--- src/rtl/hazard_scoreboard_pkg.sv ---
// Shared encodings for the hazard scoreboard: operand-forward selects and mult/div FSM states.
package hazard_scoreboard_pkg;

  localparam logic [1:0] FWD_RF = 2'b00;  // operand from register file
  localparam logic [1:0] FWD_XM = 2'b01;  // operand bypassed from X/M
  localparam logic [1:0] FWD_MW = 2'b10;  // operand bypassed from M/W

  typedef enum logic {
    MD_IDLE = 1'b0,
    MD_BUSY = 1'b1
  } md_state_e;

endpackage

--- src/rtl/hazard_scoreboard_reg_match.sv ---
// Register-address comparator; r0 is hardwired zero so it never matches.
module reg_match #(
  parameter int W = 5
) (
  input  logic         en,
  input  logic [W-1:0] a,
  input  logic [W-1:0] b,
  output logic         hit
);

  assign hit = en && (a == b) && (a != '0);

endmodule

--- src/rtl/hazard_scoreboard.sv ---
// Pipeline hazard unit: operand forwarding, load-use and mult/div scoreboard stalls,
// plus a saturating stall-cycle counter.
module hazard_scoreboard
  import hazard_scoreboard_pkg::*;
#(
  parameter int REG_ADDR_W = 5,
  parameter int CNT_W      = 32
) (
  input  logic                  clock,
  input  logic                  reset,
  input  logic [REG_ADDR_W-1:0] fd_rs_addr,
  input  logic [REG_ADDR_W-1:0] fd_rt_addr,
  input  logic                  fd_rs_used,
  input  logic                  fd_rt_used,
  input  logic [REG_ADDR_W-1:0] dx_rs_addr,
  input  logic [REG_ADDR_W-1:0] dx_rt_addr,
  input  logic                  dx_rs_used,
  input  logic                  dx_rt_used,
  input  logic [REG_ADDR_W-1:0] dx_rd_addr,
  input  logic                  dx_rd_wen,
  input  logic                  dx_is_load,
  input  logic [REG_ADDR_W-1:0] xm_rd_addr,
  input  logic [REG_ADDR_W-1:0] mw_rd_addr,
  input  logic                  xm_rd_wen,
  input  logic                  mw_rd_wen,
  input  logic                  md_start,
  input  logic                  md_done,
  output logic [1:0]            fwd_rs_sel,
  output logic [1:0]            fwd_rt_sel,
  output logic                  stall,
  output logic                  md_busy,
  output logic [REG_ADDR_W-1:0] md_rd,
  output logic [CNT_W-1:0]      stall_count
);

  localparam int NREG = 2 ** REG_ADDR_W;

  md_state_e             state_q, state_d;
  logic [NREG-1:0]       pend_q, pend_d;
  logic [REG_ADDR_W-1:0] md_rd_q, md_rd_d;
  logic [CNT_W-1:0]      cnt_q, cnt_d;

  logic rs_xm, rs_mw, rt_xm, rt_mw, ld_rs, ld_rt;
  logic pend_rs, pend_rt, pend_waw;

  reg_match #(.W(REG_ADDR_W)) u_rs_xm (.en(dx_rs_used && xm_rd_wen), .a(dx_rs_addr), .b(xm_rd_addr), .hit(rs_xm));
  reg_match #(.W(REG_ADDR_W)) u_rs_mw (.en(dx_rs_used && mw_rd_wen), .a(dx_rs_addr), .b(mw_rd_addr), .hit(rs_mw));
  reg_match #(.W(REG_ADDR_W)) u_rt_xm (.en(dx_rt_used && xm_rd_wen), .a(dx_rt_addr), .b(xm_rd_addr), .hit(rt_xm));
  reg_match #(.W(REG_ADDR_W)) u_rt_mw (.en(dx_rt_used && mw_rd_wen), .a(dx_rt_addr), .b(mw_rd_addr), .hit(rt_mw));
  reg_match #(.W(REG_ADDR_W)) u_ld_rs (.en(fd_rs_used && dx_is_load && dx_rd_wen), .a(fd_rs_addr), .b(dx_rd_addr), .hit(ld_rs));
  reg_match #(.W(REG_ADDR_W)) u_ld_rt (.en(fd_rt_used && dx_is_load && dx_rd_wen), .a(fd_rt_addr), .b(dx_rd_addr), .hit(ld_rt));

  // Forward selects, hazard stall and busy flag; all forced quiet while in reset.
  always_comb begin
    fwd_rs_sel = FWD_RF;
    fwd_rt_sel = FWD_RF;
    pend_rs    = fd_rs_used && (fd_rs_addr != '0) && pend_q[fd_rs_addr];
    pend_rt    = fd_rt_used && (fd_rt_addr != '0) && pend_q[fd_rt_addr];
    pend_waw   = dx_rd_wen  && (dx_rd_addr != '0) && pend_q[dx_rd_addr];
    md_busy    = !reset && (state_q == MD_BUSY);
    stall      = !reset && (ld_rs || ld_rt || pend_rs || pend_rt || pend_waw ||
                            (md_start && state_q == MD_BUSY));
    if (!reset) begin
      if (rs_xm)      fwd_rs_sel = FWD_XM;
      else if (rs_mw) fwd_rs_sel = FWD_MW;
      if (rt_xm)      fwd_rt_sel = FWD_XM;
      else if (rt_mw) fwd_rt_sel = FWD_MW;
    end
  end

  // Mult/div FSM and pending bitmap; retire clears before issue sets, so equal addresses stay set.
  always_comb begin
    state_d = state_q;
    pend_d  = pend_q;
    md_rd_d = md_rd_q;
    cnt_d   = (stall && (cnt_q != '1)) ? cnt_q + 1'b1 : cnt_q;
    case (state_q)
      MD_IDLE: begin
        if (md_start) begin
          state_d = MD_BUSY;
          md_rd_d = dx_rd_addr;
          if (dx_rd_addr != '0) pend_d[dx_rd_addr] = 1'b1;
        end
      end
      MD_BUSY: begin
        if (md_done) begin
          pend_d[md_rd_q] = 1'b0;
          if (md_start) begin
            md_rd_d = dx_rd_addr;
            if (dx_rd_addr != '0) pend_d[dx_rd_addr] = 1'b1;
          end else begin
            state_d = MD_IDLE;
          end
        end
      end
      default: state_d = MD_IDLE;
    endcase
  end

  // State registers with synchronous reset.
  always_ff @(posedge clock) begin
    if (reset) begin
      state_q <= MD_IDLE;
      pend_q  <= '0;
      md_rd_q <= '0;
      cnt_q   <= '0;
    end else begin
      state_q <= state_d;
      pend_q  <= pend_d;
      md_rd_q <= md_rd_d;
      cnt_q   <= cnt_d;
    end
  end

  assign md_rd       = md_rd_q;
  assign stall_count = cnt_q;

endmodule

--- config.mk ---
export PLATFORM = sky130hd
export DESIGN_NAME = hazard_scoreboard
export DESIGN_NICKNAME = d
export VERILOG_FILES = /design/src/rtl/hazard_scoreboard_pkg.sv /design/src/rtl/hazard_scoreboard_reg_match.sv /design/src/rtl/hazard_scoreboard.sv
export SDC_FILE = /design/constraint.sdc
export NUM_CORES = 1
export LEC_CHECK = 0
export ABC_AREA = 1
export CAP_MARGIN = 20
export CORE_ASPECT_RATIO = 0.8
export CORE_MARGIN = 5
export CORE_UTILIZATION = 45
export CTS_CLUSTER_SIZE = 20
export DETAILED_ROUTE_END_ITERATION = 8
export DONT_BUFFER_PORTS = 1
export PLACE_DENSITY = 0.69
export RECOVER_POWER = 50
export SYNTH_ARGS = -nofsm -noshare
export SYNTH_HDL_FRONTEND = slang
export SYNTH_SLANG_ARGS = --single-unit
--- constraint.sdc ---
create_clock -name clock -period 1.7 [get_ports clock]
set_clock_uncertainty 0.1 [all_clocks]
set_input_delay 0.17 -clock clock [delete_from_list [all_inputs] [get_ports clock]]
set_output_delay 0.17 -clock clock [all_outputs]
set_load 0.05 [all_outputs]
==> summary.md <==
* complete, but fails checks — outcome
* setup timing — violated checks
* sky130_fd_sc_hd__nand2_1 — crit-path most repeated cell
* 16 — R2R cell count
* 0.965 — routability-driven placement congestion ratio
* 0 — Antenna Nets Post-Route
* 0 — # port buffers
* 27.5% — share of synthesized area occupied by flip-flops and latches
* 4 — highest fanout seen on the critical path
* 3 — H-tree level count
* 105 microns — die height
* 51.1% — worst rel slew slack
* 1.37 mW — switching component of the power
* 943 — nets in the synthesized netlist
* sky130_fd_sc_hd__dfxtp_1 — Top FF cell, synth
* reg2out — critical path type
* 0% — async set-or-reset flop fraction in the synthesized netlist
* nand2_1 -> o21ai_1 -> nand2_1 -> nand2_1 -> nand2_1 -> nand2_1 -> nor2_1 -> nand2_1 -> a21oi_2 -> nand3_4 -> nand2_4 -> clkinvlp_4 — cells traversed along the worst timing path
* 43 — pin count of the biggest net entering global routing
* 6 — Initial DRT Pass Iterations
* sky130_fd_sc_hd__clkbuf_16 — Clk Tree Root Cell
* 5590 — vias in the first global route
* 19100 microns — routed wire length
* sky130_fd_sc_hd__dfxtp_1, sky130_fd_sc_hd__nand2_1, sky130_fd_sc_hd__nand3_1 — synth top area cells
* 27.5% — area share of the largest cell type after synthesis
* 0 — warning count from the yosys run
* -455 ps — worst setup slack after layout
* 2 — number of instances on the worst hold path
* 499 uV — maximum vdd ir drop
* 16.5 microns — routed length per instance
* 733 ps — slew of the pin with the lowest slew margin
* 340 ps — Clk Latency, worst-skew pair
* 28400 microns — wire length of the first global-routing pass
* primary output — kind of capture point of the worst setup path
* 3.12 nW — static leakage power
* 36.9% — growth of design area from synthesis to finish
* built — clock tree from TritonCTS
* 28.1% — share of cells above drive strength 1
* 2150 ps — post-layout minimum cycle time
* 0 — pins over their slew limit
* 46.5% — initial cell density of the core
* 127% — Final Cycle Share
* 13100 microns — HPWL after DPL
* 0 — number of max-capacitance violations reported
* 0.464 GHz — maximum clock frequency
* 20.9% — Logic pwr share
* flop — crit path launch type
* 33 — # setup viols final
* 11000 sq um — area of the placeable core
* 129 microns — floorplan die width
* sky130_fd_sc_hd__nand2_1, sky130_fd_sc_hd__nor2_1, sky130_fd_sc_hd__inv_1 — most frequent cells after synthesis
* 13600 sq um — Die Outline Area
* 6471 — Vias
* yes — setup repair after global routing missed its margin
* 0 — number of design rule violations left after detail routing
* 0 — number of antenna violations at the first check in global routing
* 31 — number of library cell types mapped by synthesis
* 0 — GR Overflow Total
* 1157 — final std cells w/o fill
* 5.70 sq um — Post-Synthesis Mean Instance Area
* 25.9% — overall global routing resource usage
* -344 ps — setup slack after placement
* in2reg — worst hold-check path type
* 30.9% — switching power share of the total
* 0 — number of synthesized flops with an enable pin
* 360 ps — max incr delay on CP
* 60 ps — post-CTS clock slew at the launch and capture registers of the worst setup and hold paths
* 3.06 mW — internal power consumption
* 895 — Gate Count Post-Synth
* 635 nW/um^2 — pwr dens
* 70 — register bit count reported by yosys
* 1124 — total placed cells including tap cells
* sky130_fd_sc_hd__dfxtp_4 — cell with the biggest individual delay on the critical path
* 38.4% — share of total power in sequential cells
* 2 — buffers from clock root to sink, at most
* 4.43 mW — overall power consumption
* 1056 — post-layout net count
* 1880 ps — data arrival time of the critical path
* 0 — final hold violation count
* 9 — CTS Buf Count
* 40.7% — part of the total power dissipated in the clock network
* sky130_fd_sc_hd__nand2_1 — most instantiated library cell after synthesis
* 0 — antenna cell count
* 1430 ps — data required time of the worst path
* sky130_fd_sc_hd__dfxtp_1 — cell type with the largest total area after synthesis
* 34 — number of standard-cell rows in the floorplan
* 70 — clock sink count
* 5100 sq um — area of the mapped netlist
* 90 — boundary pin count
* 5.59 — vias per std cell
* 782 — drt initial violations
==> stage by stage <==
step                      hold slack [ps]  area [sq um]  utilization (%)  TNS, ps
after floorplan                       191          5210                -    -5510
after global placement                148          6130             55.8   -10670
after detailed placement              150          6130             55.8   -12510
after CTS                            22.9          6630             60.4   -10570
after global routing                 36.3          6980             63.6   -16090
final                                29.1          6980             63.6   -12160
==> placed cells by master, fill, tap and decap left out, types with 9 or more instances in the layout <==
cell,synthesis,routed
sky130_fd_sc_hd__nand2_1,311,285
sky130_fd_sc_hd__nand3_2,6,15
sky130_fd_sc_hd__o211ai_1,10,10
sky130_fd_sc_hd__nand2_2,0,16
sky130_fd_sc_hd__clkbuf_16,0,14
sky130_fd_sc_hd__nor3_1,31,19
sky130_fd_sc_hd__dfxtp_1,70,19
sky130_fd_sc_hd__clkbuf_1,11,9
sky130_fd_sc_hd__nand3_1,82,72
sky130_fd_sc_hd__xor2_1,9,9
sky130_fd_sc_hd__a21oi_2,1,12
sky130_fd_sc_hd__clkbuf_2,0,25
sky130_fd_sc_hd__nor2_1,95,81
sky130_fd_sc_hd__nor2_2,0,11
sky130_fd_sc_hd__nand4_1,14,14
sky130_fd_sc_hd__o21ai_0,50,45
sky130_fd_sc_hd__a21oi_1,54,43
sky130_fd_sc_hd__nor4_1,12,11
sky130_fd_sc_hd__inv_1,94,87
sky130_fd_sc_hd__buf_4,4,80
sky130_fd_sc_hd__dfxtp_2,0,43
sky130_fd_sc_hd__nand2_4,0,10
==> final cells by class <==
cell class	instances	area (sq um)
sequential	70	1490
clock buffer	9	225
timing repair buffer	137	1160
clock inverter	7	55.1
inverter	99	378
tap	144	180
fill	1008	4000
multi-input combinational	691	3500
==> kinds of logic (layout without fill, tap and decap cells) <==
logic type | after synthesis | in the layout | synth area share [%]
compound gates | 121 | 121 | 12.8
simple gates | 555 | 555 | 45.9
flops | 70 | 70 | 27.5
fa+ha+maj | 1 | 1 | 0.245
buf+inv | 134 | 252 | 11.2
xor+xnor | 14 | 14 | 2.40
==> final timing paths <==
path	start	slack, ps	endpoint
max	pend_q[21]$_SDFFE_PP0P_	-450	stall
min	reset	30	pend_q[17]$_SDFFE_PP0P_
max reg2reg	pend_q[21]$_SDFFE_PP0P_	-440	stall_count[11]$_SDFFE_PP0P_
min reg2reg	pend_q[22]$_SDFFE_PP0P_	410	pend_q[22]$_SDFFE_PP0P_
==> critical path, delay by kind of cell, from the launching register on <==
family | cells | cell delay (ps)
simple gates | 9 | 680
flops | 1 | 360
buf+inv | 1 | 250
compound gates | 2 | 230
==> layer usage <==
metal  GRT usage [%]  up-vias  part of all wire [%]
met5               0        -                     0
met1            37.9     2943                    43
met4            6.90        0                   2.1
met2            37.0      359                    42
li1                -     3130                     -
met3            7.65       39                    13
==> timing repair <==
action                                  CTS  global route
hold endpoints to repair                 43             0
gates cloned                              1             6
hold buffers                              4             0
endpoints found under the setup margin   49            49
gates resized for setup                  28           104
buffers inserted                          4             2
pin swaps                                 9            42
==> sequential cells by signal, summed over array words and instances, names as in the netlist <==
register	flops
stall_count	32
pend_q	32
md_rd	5
state_q	1
==> power groups by stage <==
stage          Combinational, mW  Sequential (mW)  Clock [mW]
4_1_cts                    0.753             1.70        1.84
6_report                   0.927             1.70        1.81
3_5_place_dp               0.670             1.74           0
2_1_floorplan              0.451             1.80           0
5_1_grt                    0.994             1.70        1.90
3_3_place_gp               0.663             1.74           0
Power figures use the tool's default switching activity.
